[src/rtl/vga_bar_pkg.sv]
// Shared types, default colours and the sample-to-height helper for the bar-graph renderer.
package vga_bar_pkg;

    typedef logic [11:0] rgb444_t;

    // Bar heights are stored as pixel rows, so they share the coordinate width.
    localparam int HW = 10;

    localparam rgb444_t COL_CH0 = 12'h00A;
    localparam rgb444_t COL_CH1 = 12'h0A0;
    localparam rgb444_t COL_REF = 12'hA00;
    localparam rgb444_t COL_BG  = 12'h000;

    function automatic int clog2(input int v);
        int r;
        r = 0;
        while ((1 << r) < v) r++;
        return r;
    endfunction

    // Height = (sample*mul)>>shift, clamped to the baseline after the shift.
    // The 64-bit product cannot overflow for any sample width up to 32 bits.
    function automatic logic [HW-1:0] scale_clamp(input logic [31:0] sample,
                                                  input int mul, input int shift,
                                                  input int base);
        logic [63:0] prod;
        prod = 64'(sample) * 64'(mul);
        prod = prod >> shift;
        if (prod > 64'(base)) prod = 64'(base);
        return prod[HW-1:0];
    endfunction

endpackage

[src/rtl/vga_bar_ring.sv]
// History ring: DEPTH snapshots of NCH heights, newest addressed by column offset 0.
module vga_bar_ring
    import vga_bar_pkg::*;
#(
    parameter int DEPTH = 32,
    parameter int NCH   = 2
) (
    input  logic                clk_i,
    input  logic                rst_i,
    input  logic                push_i,
    input  logic                clr_i,
    input  logic [NCH*HW-1:0]   wdata_i,
    input  logic [9:0]          rd_col_i,
    output logic [NCH*HW-1:0]   rd_data_o,
    output logic                rd_vis_o
);
    localparam int AW = (clog2(DEPTH) < 1) ? 1 : clog2(DEPTH);

    logic [NCH*HW-1:0] mem_q [DEPTH];
    logic [AW-1:0]     wr_ptr_q;
    logic [AW:0]       cnt_q;
    logic [AW-1:0]     rd_addr;
    logic [NCH*HW-1:0] rd_data_q;
    logic              rd_vis_q;

    // Column k shows the entry written k pushes before the newest one.
    assign rd_addr = wr_ptr_q - AW'(1) - rd_col_i[AW-1:0];

    // Write pointer and occupancy; clear wins over a same-cycle push.
    always_ff @(posedge clk_i or posedge rst_i) begin
        if (rst_i) begin
            wr_ptr_q <= '0;
            cnt_q    <= '0;
        end else if (clr_i) begin
            wr_ptr_q <= '0;
            cnt_q    <= '0;
        end else if (push_i) begin
            wr_ptr_q <= wr_ptr_q + AW'(1);
            if (cnt_q != (AW+1)'(DEPTH)) cnt_q <= cnt_q + (AW+1)'(1);
        end
    end

    // Storage is never cleared; occupancy alone decides what is shown.
    always_ff @(posedge clk_i) begin
        if (push_i && !clr_i) mem_q[wr_ptr_q] <= wdata_i;
    end

    // Registered read; a same-cycle write to the address returns the old word.
    always_ff @(posedge clk_i or posedge rst_i) begin
        if (rst_i) begin
            rd_data_q <= '0;
            rd_vis_q  <= 1'b0;
        end else begin
            rd_data_q <= mem_q[rd_addr];
            rd_vis_q  <= (32'(rd_col_i) < 32'(cnt_q));
        end
    end

    assign rd_data_o = rd_data_q;
    assign rd_vis_o  = rd_vis_q;

endmodule

[src/rtl/vga_bar_graph.sv]
// Scrolling multi-channel bar graph: sample latch, frame-paced history push, 3-stage pixel pipe.
module vga_bar_graph
    import vga_bar_pkg::*;
#(
    parameter int                  DW          = 12,
    parameter int                  NCH         = 2,
    parameter int                  DEPTH       = 32,
    parameter int                  COL_W       = 20,
    parameter int                  BASE_Y      = 400,
    parameter int                  REF_Y       = 120,
    parameter int                  SCALE_MUL   = 1,
    parameter int                  SCALE_SHIFT = 4,
    parameter int                  UPD_FRAMES  = 60,
    parameter logic [NCH*12-1:0]   CH_COLORS   = {COL_CH1, COL_CH0},
    parameter rgb444_t             REF_COLOR   = COL_REF,
    parameter rgb444_t             BG_COLOR    = COL_BG,
    localparam int                 CW          = (NCH > 1) ? clog2(NCH) : 1
) (
    input  logic          iCLK,
    input  logic          iRST,
    input  logic [9:0]    iVGA_X,
    input  logic [9:0]    iVGA_Y,
    input  logic          iFrame,
    input  logic [DW-1:0] iD,
    input  logic [CW-1:0] iD_ch,
    input  logic          iD_valid,
    input  logic          iHold,
    input  logic          iClr,
    output logic [3:0]    oRed,
    output logic [3:0]    oGreen,
    output logic [3:0]    oBlue
);
    localparam int FW = (clog2(UPD_FRAMES) < 1) ? 1 : clog2(UPD_FRAMES);

    logic [DW-1:0]     lat_q [NCH];
    logic [FW-1:0]     fcnt_q;
    logic              push_q;
    logic [NCH*HW-1:0] wdata;
    logic [9:0]        col_q, y1_q, y2_q;
    logic [NCH*HW-1:0] rd_data;
    logic              rd_vis;
    logic [HW-1:0]     h3;
    rgb444_t           pix_d, rgb_q;

    // Newest sample per channel; out-of-range channel ids are dropped.
    always_ff @(posedge iCLK or posedge iRST) begin
        if (iRST) begin
            for (int c = 0; c < NCH; c++) lat_q[c] <= '0;
        end else if (iD_valid && (32'(iD_ch) < 32'(NCH))) begin
            lat_q[iD_ch] <= iD;
        end
    end

    // Frame pacing: the wrapping frame pulse schedules a push for the next cycle.
    always_ff @(posedge iCLK or posedge iRST) begin
        if (iRST) begin
            fcnt_q <= '0;
            push_q <= 1'b0;
        end else begin
            push_q <= 1'b0;
            if (iClr) begin
                fcnt_q <= '0;
            end else if (iFrame && !iHold) begin
                if (fcnt_q == FW'(UPD_FRAMES - 1)) begin
                    fcnt_q <= '0;
                    push_q <= 1'b1;
                end else begin
                    fcnt_q <= fcnt_q + FW'(1);
                end
            end
        end
    end

    // Snapshot of scaled heights taken from the latch as it stands in the write cycle.
    always_comb begin
        wdata = '0;
        for (int c = 0; c < NCH; c++)
            wdata[c*HW +: HW] = scale_clamp(32'(lat_q[c]), SCALE_MUL, SCALE_SHIFT, BASE_Y);
    end

    vga_bar_ring #(.DEPTH(DEPTH), .NCH(NCH)) u_ring (
        .clk_i     (iCLK),
        .rst_i     (iRST),
        .push_i    (push_q && !iHold),
        .clr_i     (iClr),
        .wdata_i   (wdata),
        .rd_col_i  (col_q),
        .rd_data_o (rd_data),
        .rd_vis_o  (rd_vis)
    );

    // S1 column index and row, S2 row alongside the ring read.
    always_ff @(posedge iCLK or posedge iRST) begin
        if (iRST) begin
            col_q <= '0;
            y1_q  <= '0;
            y2_q  <= '0;
        end else begin
            col_q <= iVGA_X / 10'(COL_W);
            y1_q  <= iVGA_Y;
            y2_q  <= y1_q;
        end
    end

    // S3 colour select: reference line, then lowest lit channel, then background.
    always_comb begin
        pix_d = BG_COLOR;
        h3    = '0;
        for (int c = NCH - 1; c >= 0; c--) begin
            h3 = rd_data[c*HW +: HW];
            if (rd_vis && (y2_q < 10'(BASE_Y)) && (11'(y2_q) + 11'(h3) >= 11'(BASE_Y)))
                pix_d = CH_COLORS[c*12 +: 12];
        end
        if (y2_q == 10'(REF_Y)) pix_d = REF_COLOR;
    end

    // Output register.
    always_ff @(posedge iCLK or posedge iRST) begin
        if (iRST) rgb_q <= '0;
        else      rgb_q <= pix_d;
    end

    assign oRed   = rgb_q[11:8];
    assign oGreen = rgb_q[7:4];
    assign oBlue  = rgb_q[3:0];

endmodule

[config.mk]
export PLATFORM = sky130hd
export DESIGN_NAME = vga_bar_graph
export DESIGN_NICKNAME = d
export VERILOG_FILES = /design/src/rtl/vga_bar_pkg.sv /design/src/rtl/vga_bar_ring.sv /design/src/rtl/vga_bar_graph.sv
export SDC_FILE = /design/constraint.sdc
export NUM_CORES = 1
export LEC_CHECK = 0
export ABC_AREA = 1
export BUFFER_PORTS_ARGS = -buffer_cell sky130_fd_sc_hd__buf_2
export CAP_MARGIN = 40
export CORE_MARGIN = 2
export CORE_UTILIZATION = 62
export CTS_BUF_LIST = sky130_fd_sc_hd__clkbuf_4 sky130_fd_sc_hd__clkbuf_8
export DETAILED_ROUTE_END_ITERATION = 10
export PLACE_DENSITY = 0.76
export SLEW_MARGIN = 15
export SYNTH_ARGS = -nofsm -noshare
export SYNTH_HDL_FRONTEND = slang
export SYNTH_HIERARCHICAL = 1
export SYNTH_SLANG_ARGS = --single-unit
export TNS_END_PERCENT = 10
[constraint.sdc]
create_clock -name iCLK -period 3.1 [get_ports iCLK]
set_input_delay 0.465 -clock iCLK [delete_from_list [all_inputs] [get_ports iCLK]]
set_output_delay 0.465 -clock iCLK [all_outputs]
set_load 0.05 [all_outputs]
**Word level (Yosys, flattened, before mapping)**

Memory sizes are Yosys's and may differ from the RTL's. A register that Yosys moved wholly into a read port is not among the register bits.
Cells that the tools add are included.

- Bits of input ports: 39
- Bits in writable memories: 576
- Memories kept: 1
- Output and inout bits: 12
- Word-level logic and storage cells: 67
- Register bits: 105

- $add $sub $neg: 7
- Divide/modulo/power cells: 1
- Muxes and demuxes: 21
- Reductions and logical operators: 13
- Equal/unequal tests: 3
- Order comparisons: 8
- Bitwise operators: 1

Memory list:

| name | depth | width | rd ports | clocked after memory_dff | write ports | line | text |
|---|---|---|---|---|---|---|---|
| u_ring.mem_q | 32 | 18 | 1 | 1 | 1 | vga_bar_ring.sv:19 | `logic [NCH*HW-1:0] mem_q [DEPTH];` |

Operators with widths:

| kind | count |
|---|---|
| 12-bit 2-to-1 mux | 3 |
| 6-bit 2-to-1 mux | 6 |
| 24-bit bitwise mux | 1 |
| 10-bit by 10-bit adder with 11-bit output | 2 |
| 11-bit by 9-bit greater-or-equal comparator with 1-bit output, second input constant | 2 |
| 8-bit by 9-bit greater-than comparator with 1-bit output, second input constant | 2 |
| 9-bit 2-to-1 mux | 2 |
| 6-bit by 1-bit adder with 6-bit output, second input constant | 2 |
| 12-bit demux with 1-bit select | 1 |
| 10-bit by 5-bit divider with 10-bit output, second input constant | 1 |
| 10-bit by 7-bit == test with 1-bit output, second input constant | 1 |
| 10-bit by 6-bit < comparator with 1-bit output | 1 |
| 10-bit by 9-bit < comparator with 1-bit output, second input constant | 1 |
| 5-bit 2-to-1 mux | 2 |
| 8-bit 2-to-1 mux | 1 |
| 1-bit logical AND | 7 |
| 6-bit == test, second input constant | 1 |
| 6-bit != test, second input constant | 1 |
| 2-bit nonzero test | 3 |
| 5-bit by 1-bit adder with 5-bit output, second input constant | 1 |
| 1-bit 2-to-1 mux | 5 |
| 5-bit by 1-bit subtractor with 5-bit output, second input constant | 1 |
| 5-bit subtractor | 1 |
| 2-bit greater-or-equal comparator, second input constant | 1 |
| 4 further kinds | 5 |

**Longest topological paths before layout**

Gate-level depths: netlist (run 1).

- Word-level depth: 6
- Depth in mapped cells: 21
- Mapped depth without buffers: 21

**By module**

The synthesis (run 1) kept the hierarchy.

Modules (own cells, without submodules):

| module | sequential area each (µm²) | cells an instance | area an instance (µm²) | instances |
|---|---|---|---|---|
| vga_bar_ring | 20019.2 | 2597 | 28300.9 | 1 |
| vga_bar_graph | 1301.2 | 375 | 3089.2 | 1 |

**Worst setup path before layout (run 1)**

Ideal clock, no wire load.

- Kind: input port to flip-flop
- Start: input port iHold
- End: memory u_ring/mem_q[15][0] (netlist bit), enable pin
- Path slack: 0.715 ns
- Buffers on the path: 0
- Stages on the path: 5
- Required time: 2.702 ns
- Library setup time: 0.398 ns
- Arrival: 1.987 ns
- Cell sequence: nor2_1 nand2_1 inv_1 nand2_1 nor2_1

- Word-level cells in the longest chain between the ends: 5

RTL lines:

| what | line | text |
|---|---|---|
| from (decl) | vga_bar_graph.sv:27 | `input logic iHold,` |
| 1-bit logical NOT | vga_bar_graph.sv:84 | `.push_i (push_q && !iHold),` |
| 1-bit logical AND | vga_bar_graph.sv:84 |  |
| 1-bit logical AND | vga_bar_ring.sv:45 | `if (push_i && !clr_i) mem_q[wr_ptr_q] <= wdata_i;` |
| 1-bit 2-to-1 mux | vga_bar_ring.sv:45 |  |
| 1-bit 2-to-1 mux (implied by the code) | vga_bar_ring.sv:45 |  |
| to (decl) | vga_bar_ring.sv:19 |  |

No other way between the ends.

==> results of run 1 <==
## layout make-up
type,instances,share of cell area [%]
inverter,371,3.91
clock inverter,33,0.457
multi-input combinational,1867,23.8
clock buffer,172,5.69
sequential,724,59.4
tap,672,2.34
timing repair buffer,146,4.34
antenna,1,0.00697
## flip-flops by register name (all words and copies together), names as in the netlist
name	count
col_q	6
fcnt_q	6
lat_q	16
push_q	1
rgb_q	3
u_ring/cnt_q	6
u_ring/mem_q	640
u_ring/rd_data_o	20
u_ring/rd_vis_o	1
u_ring/wr_ptr_q	5
y1_q	10
y2_q	10
## cells in the final DEF (no fill, tap or decap), drive strengths merged, types with 41 or more instances in the layout
cell type  Yosys  routed
inv          371     374
nor2          62      62
conb           1     138
dfrtp         84      84
edfxtp       640     640
nand2        936     936
nand3        565     565
clkbuf        25     172
o21ai         41      41
buf          122     131
## critical path, stage by stage (launching register included)
cell	delay [ns]
dfrtp_1	0.47
ha_4	0.21
fa_4	0.84
buf_12	0.30
nand3_1	0.12
nand3_1	0.12
nand3_1	0.21
nand3_1	0.38
nand2_1	0.10
## where the power goes
part / internal (uW) / leakage (uW) / total [uW] / switching, uW
sequential: 11000 / 0.00683 / 11100 / 169
clock: 4180 / 0.00117 / 7760 / 3580
combinational: 1980 / 0.00720 / 6620 / 4630
## per-layer routing
layer	track usage, %	vias to the layer above	part of all wire (%)
li1	-	10300	-
met1	39.9	10400	38
met2	48.0	1192	48
met3	5.58	210	10
met4	13.8	4	4.1
met5	0	-	0.14
## what timing repair did
item / in CTS / in global routing
buffers inserted: 0 / 0
hold buffers: 15 / 0
endpoints found under the hold margin: 69 / 0
## logic make-up after synthesis
logic type                 after synthesis  synth area share (%)
other                                    1                0.0119
DFF                                    724                  67.9
AOI/OAI and AO/OA                       87                  1.51
and+or+nand+nor                       1590                  21.7
adders and majority gates               39                  1.63
xor gates and xnor gates                13                 0.423
buffers and inverters                  518                  6.78
## stage by stage
step                      utilization [%]  cells  hold slack [ns]  total power [uW]
after floorplan                         -   3109            0.331             15700
after global placement               66.9   3763            0.334             17600
after detailed placement             67.0   3765            0.335             17800
after CTS                            71.7   3985          0.00661             25500
after global routing                 71.7   3985           0.0202             26700
final                                71.7   3986           0.0479             25500
## final timing paths
kind	cells after the start	endpoint	slack [ns]
worst min register to register	0	y2_q[2]$_DFF_PP0_	0.34
worst max register to register	8	u_ring/rd_data_o[19]$_DFF_PP0_	0.22
worst min-delay path	3	lat_q[19]$_DFFE_PP0P_	0.05
worst max-delay path	8	u_ring/rd_data_o[19]$_DFF_PP0_	0.22
max in group asynchronous	4	col_q[5]$_DFF_PP0_	2.21
min in group asynchronous	3	y2_q[9]$_DFF_PP0_	0.35
==> flow_summary.json, run 1 <==
{
  "routed_via_density": 5.53,
  "endpoint_kind": "flop",
  "clock.fmax_mhz": 347,
  "antenna_found_initial": 2,
  "die_area_um2": 52400,
  "ant_nets": 0,
  "gp_congestion": 0.944,
  "cts_inserted_buffers": 111,
  "leakage_uw": 0.0152,
  "placed_area_um2": 33500,
  "initial_core_util_pct": 62.7,
  "n_fill_cell": 3470,
  "setup_slack_ns": 0.217,
  "syn_area_um2": 31400,
  "hold_class": "primary input to flop",
  "drive_above_1_share_pct": 11.5,
  "ir_drop_mv": 0.992,
  "cts_tree": "yes",
  "htreeDepth": 3,
  "worstPathArrival_ns": 3.48,
  "fin_crit_sh_pct": 93.0,
  "crit-reg2reg-launch": "u_ring/wr_ptr_q[0]$_DFFE_PP0P_",
  "multi_input_area_um2": 8560,
  "required_ns": 3.70,
  "clock_sinks": 724,
  "cts.reportedPaths.clkPinSlew_ns": 0.06,
  "tns_ns": 0,
  "seq_area_um2": 21300,
  "yosys.area.top_type_share_pct": 61.2,
  "ys.flop_type": "edfxtp_1",
  "clock_skew_ns": 0.0310,
  "io_buffers": 38,
  "post_cts_resized": 0,
  "die_h_um": 229,
  "rsz0062_at_grt": "no",
  "start_kind": "flop",
  "netlist-cell-type-count": 38,
  "dr.pass1.iters": 6,
  "core_area_um2": 50100,
  "avgSynthCellArea_um2": 10.6,
  "synth_warnings": 6,
  "grtUsageTotal_pct": 29.8,
  "ys_seq_area_share_pct": 67.9,
  "period_minus_slack_ns": 2.88,
  "ys_ff_latch": 724,
  "grt_max_degree": 147,
  "die_w_um": 229,
  "drv_slew": 0,
  "critical_path_class": "flop to flop",
  "final-hold-violation-count": 0,
  "cp_max_fo": 53,
  "drv_cap": 0,
  "syn_inst": 2972,
  "wl_mm": 76.9,
  "slew_headroom_pct": 40.2,
  "synthTopCellsByArea": "edfxtp_1 (61%), nand2_1 (11%), nand3_1 (9.0%)",
  "grt_pass1_wl_mm": 119,
  "vias": 22100,
  "drt-initial-drc-count": 2699,
  "nNetsFinal": 3299,
  "synthArstFlopShare_pct": 11.6,
  "yosysTopAreaCell": "edfxtp_1",
  "synth_top_cells_by_count": "nand2_1 (921), edfxtp_1 (640), nand3_1 (562)",
  "wl_per_cell_um": 19.3,
  "synth.most_common_cell": "nand2_1",
  "synth-edff-count": 640,
  "status": "finished clean",
  "critPathLaunch": "u_ring/wr_ptr_q[0]$_DFFE_PP0P_",
  "grt_pass1_vias": 22000,
  "setup_viol": 0,
  "root_buffer": "clkbuf_8",
  "power-per-cell-area_nw_per_um2": 711,
  "fp-row-count": 82,
  "tightest_slew_ns": 0.897,
  "ios": 51,
  "final_area_um2": 35900,
  "clk_latency_ns": 0.73,
  "clockBufferDepth": 3,
  "hold_path.startpoint": "iD[7]",
  "hpwl_mm": 45.2,
  "drc": 0,
  "area_delta_synth_final_pct": 14.3,
  "place_ws_ns": 0.318,
  "grt.overflow.total": 0
}
(Power assumes the default switching activity.)
==> run 2: changes to the inputs <==
Settings changed: CORE_MARGIN 2 to 5.
==> run 2 against run 1 <==
Effect of this change: cell area shrank 0.71%; final cell count shrank 0.20%; critical path type unchanged; sequential power is essentially flat; sequential share of layout area grew 0.43 points; wire length shrank 0.42%; die area grew 5.3%; combinational power is essentially flat; global-route usage shrank 2.5 points; maximum frequency shrank 1.6%; worst hold slack gained 0.0069 ns; non-clock buffer count shrank 5.
==> flow_summary.json, run 2 (synthesized netlist as in run 1, its figures left out) <==
{
  "status": "finished clean",
  "die_h_um": 235,
  "seq_area_um2": 21300,
  "rr_worst_depth": 9,
  "grt_pass1_wl_mm": 117,
  "rsz0062_at_grt": "no",
  "core_area_um2": 50200,
  "endpoint_kind": "flop",
  "rrSetupSlack_ns": 0.17,
  "top_register": "u_ring/mem_q",
  "n_antenna_cell": 0,
  "wl_mm": 76.5,
  "die_w_um": 235,
  "grt_max_degree": 126,
  "cts_inserted_buffers": 111,
  "grtUsageTotal_pct": 27.4,
  "cts_tree": "yes",
  "worstPathArrival_ns": 3.56,
  "drv_cap": 0,
  "required_ns": 3.73,
  "initial_core_util_pct": 62.6,
  "clk_latency_ns": 0.72,
  "r2r-end": "u_ring/rd_data_o[16]$_DFF_PP0_",
  "tns_ns": 0,
  "wl_per_cell_um": 19.2,
  "htreeDepth": 3,
  "gp_congestion": 0.856,
  "fin_crit_sh_pct": 94.6,
  "period_minus_slack_ns": 2.93,
  "leakage_uw": 0.0152,
  "start_kind": "flop",
  "antenna_found_initial": 1,
  "cts.reportedPaths.clkPinSlew_ns": 0.06,
  "fp-row-count": 82,
  "final_core_util_pct": 71.0,
  "drive_above_1_share_pct": 11.5,
  "io_buffers": 38,
  "hold_path.startpoint": "iClr",
  "drt-initial-drc-count": 2473,
  "power-per-cell-area_nw_per_um2": 721,
  "tightest_slew_ns": 0.746,
  "setup_viol": 0,
  "final-hold-violation-count": 0,
  "grt_pass1_vias": 21500,
  "hold_class": "primary input to flop",
  "slew_headroom_pct": 50.3,
  "drc": 0,
  "clock.fmax_mhz": 341,
  "root_buffer": "clkbuf_8",
  "hold-path-endpoint": "u_ring/wr_ptr_q[4]$_DFFE_PP0P_",
  "n_fill_cell": 3458,
  "crit-reg2reg-launch": "u_ring/wr_ptr_q[0]$_DFFE_PP0P_",
  "ios": 51,
  "grt.overflow.total": 0,
  "layout_commonest_cell": "nand2_1",
  "die_area_um2": 55200,
  "layout_common_cells": "nand2_1 (921), edfxtp_1 (640), nand3_1 (562)",
  "ant_nets": 0,
  "critical_path_class": "flop to flop",
  "dr.pass1.iters": 8,
  "drv_slew": 0,
  "post_cts_resized": 0,
  "hpwl_mm": 45.7,
  "routed_via_density": 5.49,
  "largest_reg_flops": 640,
  "ir_drop_mv": 0.458,
  "nNetsFinal": 3294,
  "area_delta_synth_final_pct": 13.5,
  "multi_input_area_um2": 8560,
  "vias": 21800,
  "clockBufferDepth": 3,
  "min_path_cells": 2,
  "clock_skew_ns": 0.0282,
  "clock_sinks": 724,
  "cp_max_fo": 35
}
run 2: cell types whose count changed in the layout (fill, tap and decap cells not counted), sizes merged:
cell	delta
bufinv	+3
buf	-2
clkinvlp	-1
diode	-1
clkbuf	-2
clkinv	+1
dlygate4sd3	-3
inv	-3
run 2: worst max-delay path by stage:
stage | from | endpoint | slack, ns
CTS | u_ring/wr_ptr_q[0]$_DFFE_PP0P_ | u_ring/rd_data_o[18]$_DFF_PP0_ | 0.22
finish | u_ring/wr_ptr_q[0]$_DFFE_PP0P_ | u_ring/rd_data_o[16]$_DFF_PP0_ | 0.17
global route | u_ring/wr_ptr_q[0]$_DFFE_PP0P_ | u_ring/rd_data_o[19]$_DFF_PP0_ | 0.08
detailed placement | u_ring/wr_ptr_q[0]$_DFFE_PP0P_ | u_ring/rd_data_o[9]$_DFF_PP0_ | 0.25
floorplan | iHold | u_ring/mem_q[15][0]$_DFFE_PP_ | 0.71
global placement | u_ring/wr_ptr_q[0]$_DFFE_PP0P_ | u_ring/rd_data_o[18]$_DFF_PP0_ | 0.26
run 2: worst max-delay path, stage by stage, from the launching register on:
cell and delay [ns]:
dfrtp_1 0.47, ha_4 0.21, fa_4 0.99, inv_4 0.13, buf_12 0.20, nand3_1 0.11
nand3_1 0.14, nand3_1 0.23, nand3_1 0.19, nand2_1 0.14
run 2: where the power goes:
part | internal (uW) | switching [uW] | total [uW]
Clock | 4400 | 3520 | 7930
Sequential | 11000 | 171 | 11100
Combinational | 1990 | 4640 | 6630
Total | 17400 | 8340 | 25700
run 2: metrics by stage:
step / area, um^2 / worst slack (ns) / total power (uW) / hold WS (ns) / std cells
after floorplan: 31900 / 0.715 / 15700 / 0.331 / 3109
after global placement: 33200 / 0.258 / 17700 / 0.333 / 3761
after detailed placement: 33300 / 0.245 / 17800 / 0.338 / 3763
after CTS: 35600 / 0.220 / 25700 / 0.00757 / 3978
after global routing: 35600 / 0.0770 / 26900 / 0.0238 / 3978
final: 35600 / 0.169 / 25700 / 0.0548 / 3978
run 2: repair_timing:
action / CTS / global route
hold buffers: 12 / 0
endpoints found under the setup margin: 0 / 0
hold endpoints to repair: 66 / 0
setup buffers: 0 / 0
run 2: cell type report:
type	count	share of cell area [%]
clock buffer	170	5.71
multi-input combinational	1867	24.0
sequential	724	59.8
timing repair buffer	141	3.51
inverter	371	3.94
tap	672	2.36
clock inverter	33	0.639
run 2: layer usage:
layer  vias to the layer above  share of wire (%)  global-route usage [%]
met2                       983                 49                    45.7
li1                      10200                  -                       -
met1                     10400                 38                    34.7
met5                         -                  0                       0
met4                         0                4.5                    12.1
met3                       205                8.8                    6.30
